`src/rtl/axis_chn_router.sv`:
```
// CHN_NUM-way AXI-Stream rx/tx channel router with packet-boundary switching,
// per-direction packet counters and a local-bus LED pulse.
module axis_chn_router #(
    parameter int unsigned U_DLY       = 1,
    parameter int unsigned CHN_NUM     = 4,
    parameter int unsigned DW          = 32,
    parameter logic [13:0] REG_BASE    = 14'd16000,
    parameter int unsigned LED_LEN     = 1000,
    parameter bit          DRAIN_UNSEL = 1'b1
) (
    input  logic                   axis_clk,
    input  logic                   rst_n,
    input  logic [13:0]            lbs_addr,
    input  logic [31:0]            lbs_din,
    input  logic                   lbs_we,
    input  logic                   lbs_re,
    output logic [31:0]            lbs_dout,
    input  logic [CHN_NUM-1:0]     s_rx_tvalid,
    input  logic [CHN_NUM*DW-1:0]  s_rx_tdata,
    input  logic [CHN_NUM-1:0]     s_rx_tlast,
    output logic [CHN_NUM-1:0]     s_rx_tready,
    output logic                   m_rx_tvalid,
    output logic [DW-1:0]          m_rx_tdata,
    output logic                   m_rx_tlast,
    input  logic                   m_rx_tready,
    input  logic                   s_tx_tvalid,
    input  logic [DW-1:0]          s_tx_tdata,
    input  logic                   s_tx_tlast,
    output logic                   s_tx_tready,
    output logic [CHN_NUM-1:0]     m_tx_tvalid,
    output logic [CHN_NUM*DW-1:0]  m_tx_tdata,
    output logic [CHN_NUM-1:0]     m_tx_tlast,
    input  logic [CHN_NUM-1:0]     m_tx_tready,
    output logic                   led_pulse
);

    localparam int unsigned SW = (CHN_NUM > 1) ? $clog2(CHN_NUM) : 1;

    localparam logic [13:0] ADDR_RX_SEL = REG_BASE;
    localparam logic [13:0] ADDR_TX_SEL = REG_BASE + 14'd1;
    localparam logic [13:0] ADDR_LED    = REG_BASE + 14'd2;
    localparam logic [13:0] ADDR_RX_PKT = REG_BASE + 14'd3;
    localparam logic [13:0] ADDR_TX_PKT = REG_BASE + 14'd4;
    localparam logic [13:0] ADDR_STATUS = REG_BASE + 14'd5;
    localparam logic [13:0] ADDR_CLR    = REG_BASE + 14'd6;

    localparam logic [31:0] MAGIC      = 32'h0000_5555;
    localparam logic [31:0] CNT_MAX    = 32'hFFFF_FFFF;
    localparam logic [15:0] LED_RELOAD = 16'(LED_LEN - 1);

    logic [SW-1:0] rx_req, rx_act, tx_req, tx_act;
    logic          rx_in_pkt, tx_in_pkt;
    logic          rx_acc, tx_acc;
    logic          rx_in_pkt_nxt, tx_in_pkt_nxt;
    logic [31:0]   rx_pkt_cnt, tx_pkt_cnt;
    logic [15:0]   led_cnt;
    logic          wr_rx_sel, wr_tx_sel, wr_led, wr_clr;
    logic [31:0]   rd_data;
    logic [DW-1:0] rx_data_arr [CHN_NUM];

    for (genvar g = 0; g < CHN_NUM; g++) begin : g_rx_unpack
        assign rx_data_arr[g] = s_rx_tdata[g*DW +: DW];
    end

    // rx: active channel straight through; idle channels drain or stall
    always_comb begin
        m_rx_tvalid         = s_rx_tvalid[rx_act];
        m_rx_tlast          = s_rx_tlast[rx_act];
        m_rx_tdata          = rx_data_arr[rx_act];
        s_rx_tready         = {CHN_NUM{DRAIN_UNSEL}};
        s_rx_tready[rx_act] = m_rx_tready;
    end

    // tx: data broadcast, handshake only on the active channel
    always_comb begin
        m_tx_tvalid         = '0;
        m_tx_tlast          = '0;
        m_tx_tvalid[tx_act] = s_tx_tvalid;
        m_tx_tlast[tx_act]  = s_tx_tlast;
        s_tx_tready         = m_tx_tready[tx_act];
    end

    assign m_tx_tdata = {CHN_NUM{s_tx_tdata}};

    assign rx_acc        = s_rx_tvalid[rx_act] & m_rx_tready;
    assign tx_acc        = s_tx_tvalid & m_tx_tready[tx_act];
    assign rx_in_pkt_nxt = rx_acc ? ~s_rx_tlast[rx_act] : rx_in_pkt;
    assign tx_in_pkt_nxt = tx_acc ? ~s_tx_tlast : tx_in_pkt;

    assign wr_rx_sel = lbs_we && (lbs_addr == ADDR_RX_SEL) && (lbs_din < 32'(CHN_NUM));
    assign wr_tx_sel = lbs_we && (lbs_addr == ADDR_TX_SEL) && (lbs_din < 32'(CHN_NUM));
    assign wr_led    = lbs_we && (lbs_addr == ADDR_LED) && (lbs_din == MAGIC);
    assign wr_clr    = lbs_we && (lbs_addr == ADDR_CLR) && (lbs_din == MAGIC);

    // requested selection is adopted only outside a packet
    always_ff @(posedge axis_clk or negedge rst_n) begin
        if (!rst_n) begin
            rx_req    <= '0;
            tx_req    <= '0;
            rx_act    <= '0;
            tx_act    <= '0;
            rx_in_pkt <= 1'b0;
            tx_in_pkt <= 1'b0;
        end else begin
            rx_in_pkt <= rx_in_pkt_nxt;
            tx_in_pkt <= tx_in_pkt_nxt;
            if (!rx_in_pkt_nxt) rx_act <= rx_req;
            if (!tx_in_pkt_nxt) tx_act <= tx_req;
            if (wr_rx_sel) rx_req <= SW'(lbs_din);
            if (wr_tx_sel) tx_req <= SW'(lbs_din);
        end
    end

    // saturating packet counters; a clear overrides a same-cycle increment
    always_ff @(posedge axis_clk or negedge rst_n) begin
        if (!rst_n) begin
            rx_pkt_cnt <= '0;
            tx_pkt_cnt <= '0;
        end else if (wr_clr) begin
            rx_pkt_cnt <= '0;
            tx_pkt_cnt <= '0;
        end else begin
            if (rx_acc && s_rx_tlast[rx_act] && (rx_pkt_cnt != CNT_MAX))
                rx_pkt_cnt <= rx_pkt_cnt + 32'd1;
            if (tx_acc && s_tx_tlast && (tx_pkt_cnt != CNT_MAX))
                tx_pkt_cnt <= tx_pkt_cnt + 32'd1;
        end
    end

    // LED pulse stays high for LED_LEN clocks from the (re)trigger
    always_ff @(posedge axis_clk or negedge rst_n) begin
        if (!rst_n) begin
            led_pulse <= 1'b0;
            led_cnt   <= '0;
        end else if (wr_led) begin
            led_pulse <= 1'b1;
            led_cnt   <= LED_RELOAD;
        end else if (led_pulse) begin
            if (led_cnt == 16'd0) led_pulse <= 1'b0;
            else                  led_cnt   <= led_cnt - 16'd1;
        end
    end

    always_comb begin
        rd_data = '0;
        case (lbs_addr)
            ADDR_RX_SEL: rd_data = 32'(rx_req);
            ADDR_TX_SEL: rd_data = 32'(tx_req);
            ADDR_RX_PKT: rd_data = rx_pkt_cnt;
            ADDR_TX_PKT: rd_data = tx_pkt_cnt;
            ADDR_STATUS: rd_data = {20'd0, (tx_req != tx_act), (rx_req != rx_act),
                                    tx_in_pkt, rx_in_pkt, 4'(tx_act), 4'(rx_act)};
            default:     rd_data = '0;
        endcase
    end

    always_ff @(posedge axis_clk or negedge rst_n) begin
        if (!rst_n) lbs_dout <= '0;
        else        lbs_dout <= rd_data;
    end

    logic unused_ok;
    assign unused_ok = &{1'b0, lbs_re, 1'(U_DLY)};

endmodule

```
`config.mk`:
```
export PLATFORM = sky130hd
export DESIGN_NAME = axis_chn_router
export DESIGN_NICKNAME = d
export VERILOG_FILES = /design/src/rtl/axis_chn_router.sv
export SDC_FILE = /design/constraint.sdc
export NUM_CORES = 1
export LEC_CHECK = 0
export ABC_AREA = 1
export BUFFER_PORTS_ARGS = -buffer_cell sky130_fd_sc_hd__buf_2
export CELL_PAD_IN_SITES_DETAIL_PLACEMENT = 1
export CELL_PAD_IN_SITES_GLOBAL_PLACEMENT = 2
export CORE_MARGIN = 5
export CORE_UTILIZATION = 23
export CTS_BUF_LIST = sky130_fd_sc_hd__clkbuf_4 sky130_fd_sc_hd__clkbuf_8
export CTS_CLUSTER_SIZE = 20
export DETAILED_ROUTE_END_ITERATION = 10
export HOLD_SLACK_MARGIN = 0.06
export PLACE_DENSITY = 0.82
export SYNTH_ARGS = -nofsm -noshare
export SYNTH_HDL_FRONTEND = slang
export SYNTH_SLANG_ARGS = --single-unit
```
`constraint.sdc`:
```
create_clock -name axis_clk -period 1.7 [get_ports axis_clk]
set_clock_uncertainty 0.05 [all_clocks]
set_input_delay 0.255 -clock axis_clk [delete_from_list [all_inputs] [get_ports axis_clk]]
set_output_delay 0.255 -clock axis_clk [all_outputs]
set_load 0.02 [all_outputs]
```
==> flow_summary_export.csv <==
group,metric,value,unit
routing,first_pass_iters,4,
timing,period_needed,2.13,ns
global_route,met1_usage,23.2,%
floorplanning,die_w,223,um
place,numPortBuffers,271,
clock_tree,cts_buffers,17,
power,power_frac_seq,41.4,%
synth,syn_area_per_cell,6.90,um2
clock_tree,cts_tree,"built",
routing,ant_nets,0,
global_route,grt_pass1_wl,69600,um
worst_hold_path,min_path_type,"input pin to flop",
timing,setup_viol,105,
synth,syn_nets,1746,
synth,synth_common_cells,"449 x nand2_1, 180 x nor2_1, 154 x nand3_1",
worst_setup_path,end_kind,"primary output",
clock_tree,cts_max_level,4,
synth,yosysSeqAreaShare,29.4,%
synth,synth_top_area_share,29.4,%
layout,post-route-util,33.0,%
synth,synthesis.area,10500,um2
layout,design_area,14900,um2
layout,drive_gt1_share,42.3,%
power,power_switching,0.00233,W
synth,ys.flop_type,"dfrtp_1",
synth,ys_ff_latch,123,
worst_setup_path,cp_max_fo,9,
place,dp_hpwl,33700,um
timing,finalHoldViolations,0,
floorplanning,initial_core_util,23.2,%
routing,wirelength,45900,um
routing,drc,0,
global_route,busiest_layer,"met2",
timing,whs,0.130,ns
timing,slew_violations,0,
global_route,grt_pass1_vias,11900,
worst_setup_path,cp.arrival,1.82,ns
timing,layout_setup_ws,-0.429,ns
routing,initialDrtViolationCount,472,
clock_tree,cts-root-buf,"clkbuf_8",
floorplanning,core_area,45200,um2
power,swShare,31.3,%
timing,rsz0062_at_grt,"yes",
worst_setup_path,critPathRequiredTime,1.39,ns
place,placed_area,12800,um2
global_route,use_met3,4.18,%
global_route,grt.total_usage,17.5,%
global_route,grt_max_degree,40,
timing,finalSetupTns,-21.26,ns
timing,relSlewSlack,70.6,%
routing,routedWlPerCell,18.6,um
worst_setup_path,timing.rr.end,"rx_pkt_cnt[26]$_DFFE_PN0P_",
clock_tree,numClockSinks,123,
floorplanning,std_cell_rows,78,
global_route,antenna_found_initial,1,
floorplanning,io_pins,433,
place,routabilityCongestion,0.866,
clock_tree,path_clk_slew,0.08,ns
worst_setup_path,r2r_slack,-0.26,ns
worst_setup_path,critPathKind,"flop to primary output",
synth,synth.most_common_cell,"nand2_1",
worst_setup_path,reg2reg_depth,14,
power,p_int,0.00512,W
synth,ys_types,36,
floorplanning,die_h,223,um
timing,fmax,470,MHz
power,power.density,500,nW/um2
synth,synth_area_leaders,"dfrtp_1 29%, nand2_1 16%, buf_4 9.7%",
layout,syn_to_final_growth,42.2,%
outcome,violations,"setup timing",
layout,final_cells,2470,
timing,worst_slew_pin_slew,0.441,ns
run,cap_viol_max_count,0,
synth,syn_inst,1518,
worst_setup_path,crit_end,"m_rx_tdata[7]",
power,power.leakage,7.31,nW
floorplanning,fp.dieArea,49900,um2
timing,finalCritPeriodShare,125,%
place,place_inst,2392,
clock_tree,clk_path_buf_depth,2,
synth,yosys_warnings,0,
power,ir_drop,0.000440,V
routing,via_per_inst,4.57,
routing,vias,11300,
synth,synth_edf_count,0,
clock_tree,clk_latency,0.46,ns
global_route,grt_overflow_total,0,
global_route,use_met2,28.8,%
synth,yosys.area.top_type,"dfrtp_1",
worst_setup_path,crit_start,"rx_act[1]$_DFFE_PN0N_",
power,clockPowerShare,36.3,%
synth,ys_async_sr_fraction,100,%
worst_setup_path,r2r-start,"rx_act[0]$_DFFE_PN0N_",
layout,nNetsFinal,2085,
power,combPwrFrac,22.3,%
worst_setup_path,cp-start-kind,"flop",
outcome,outcome,"complete, but fails checks",
-- worst max-delay path, cell delays in order (launching register included) --
cell,delay [ns]
dfrtp_2,0.42
buf_6,0.12
nor2_4,0.04
buf_12,0.14
buf_12,0.14
a22oi_2,0.25
nand2_1,0.11
buf_6,0.15
-- cell type report --
| type | instances | area [um2] |
|---|---|---|
| repair buffers | 498 | 3890 |
| clock inverters | 13 | 144 |
| fillers | 5595 | 30300 |
| well taps | 600 | 751 |
| clock buffers | 18 | 248 |
| inverters | 161 | 624 |
| flip-flops and latches | 123 | 3080 |
| multi-input cells | 1056 | 6150 |
| diodes | 1 | 2.50 |
-- kinds of logic after synthesis --
| family | Yosys count | share of synthesized area (%) |
|---|---|---|
| adder cells (fa/ha/maj) | 3 | 0.358 |
| XOR/XNOR | 32 | 2.67 |
| multiplexers | 1 | 0.0955 |
| AND/OR/NAND/NOR | 919 | 41.9 |
| buffers and inverters | 343 | 19.4 |
| flip-flops | 123 | 29.4 |
| AO/OA/AOI/OAI | 97 | 6.21 |
-- layout by cell type, fill, tap and decap left out, types with 15 or more instances in the layout --
cell type  instances
a22oi_2           43
nand3_1          113
buf_4            178
inv_1            142
nor2_4            26
nand4_1           17
buf_2            226
nand2_1          426
o21ai_0           17
nor2_1           161
nand3_2          108
nand2_2           22
nor2_2            15
xor2_1            26
clkbuf_8          18
buf_6             58
buf_12            24
dfrtp_1          120
-- repair_timing --
| item | 4_1_cts | 5_1_grt |
|---|---|---|
| resized for setup | 219 | 82 |
| hold endpoints to repair | 111 | 0 |
| cloned | 14 | 2 |
| setup endpoints to repair | 122 | 130 |
| buffers inserted | 26 | 5 |
| hold buffers | 2 | 0 |
| pin swaps | 53 | 48 |
-- power groups by stage --
stage               combinational, W  clock [W]  sequential, W
floorplan                    0.00103          0        0.00315
global placement             0.00135          0        0.00314
detailed placement           0.00139          0        0.00314
CTS                          0.00165    0.00281        0.00309
global route                 0.00179    0.00293        0.00310
finish                       0.00166    0.00270        0.00309
-- per-stage QoR --
stage               setup slack [ns]  power [W]
floorplan                    -0.0672    0.00419
global placement              -0.505    0.00449
detailed placement            -0.593    0.00453
CTS                           -0.424    0.00755
global route                  -0.511    0.00782
finish                        -0.429    0.00745
-- per-layer routing --
| metal | wire [um] | vias to the layer above |
|---|---|---|
| met5 | 0 | - |
| met4 | 996 | 0 |
| met3 | 2650 | 63 |
| met2 | 21900 | 290 |
| met1 | 20300 | 5527 |
| li1 | - | 5406 |
-- flip-flops by register name, indices dropped and copies added, names as in the netlist --
name        count
rx_req          2
tx_req          2
led_cnt        16
lbs_dout       32
rx_in_pkt       1
tx_pkt_cnt     32
led_pulse       1
rx_act          2
tx_in_pkt       1
rx_pkt_cnt     32
tx_act          2
-- worst min path at each step --
stage | start | to | slack (ns) | cells past startpoint
6_report | lbs_din[1] | tx_req[1]$_DFFE_PN0P_ | 0.13 | 4
2_1_floorplan | rst_n | lbs_dout[0]$_DFF_PN0_ | -0.09 | 0
3_5_place_dp | rst_n | led_cnt[5]$_DFFE_PN0P_ | 0.17 | 1
5_1_grt | lbs_din[1] | tx_req[1]$_DFFE_PN0P_ | 0.12 | 4
3_3_place_gp | rst_n | led_cnt[3]$_DFFE_PN0P_ | 0.18 | 1
4_1_cts | lbs_din[1] | tx_req[1]$_DFFE_PN0P_ | 0.10 | 4
No activity file was read; power rests on OpenSTA's default activity.
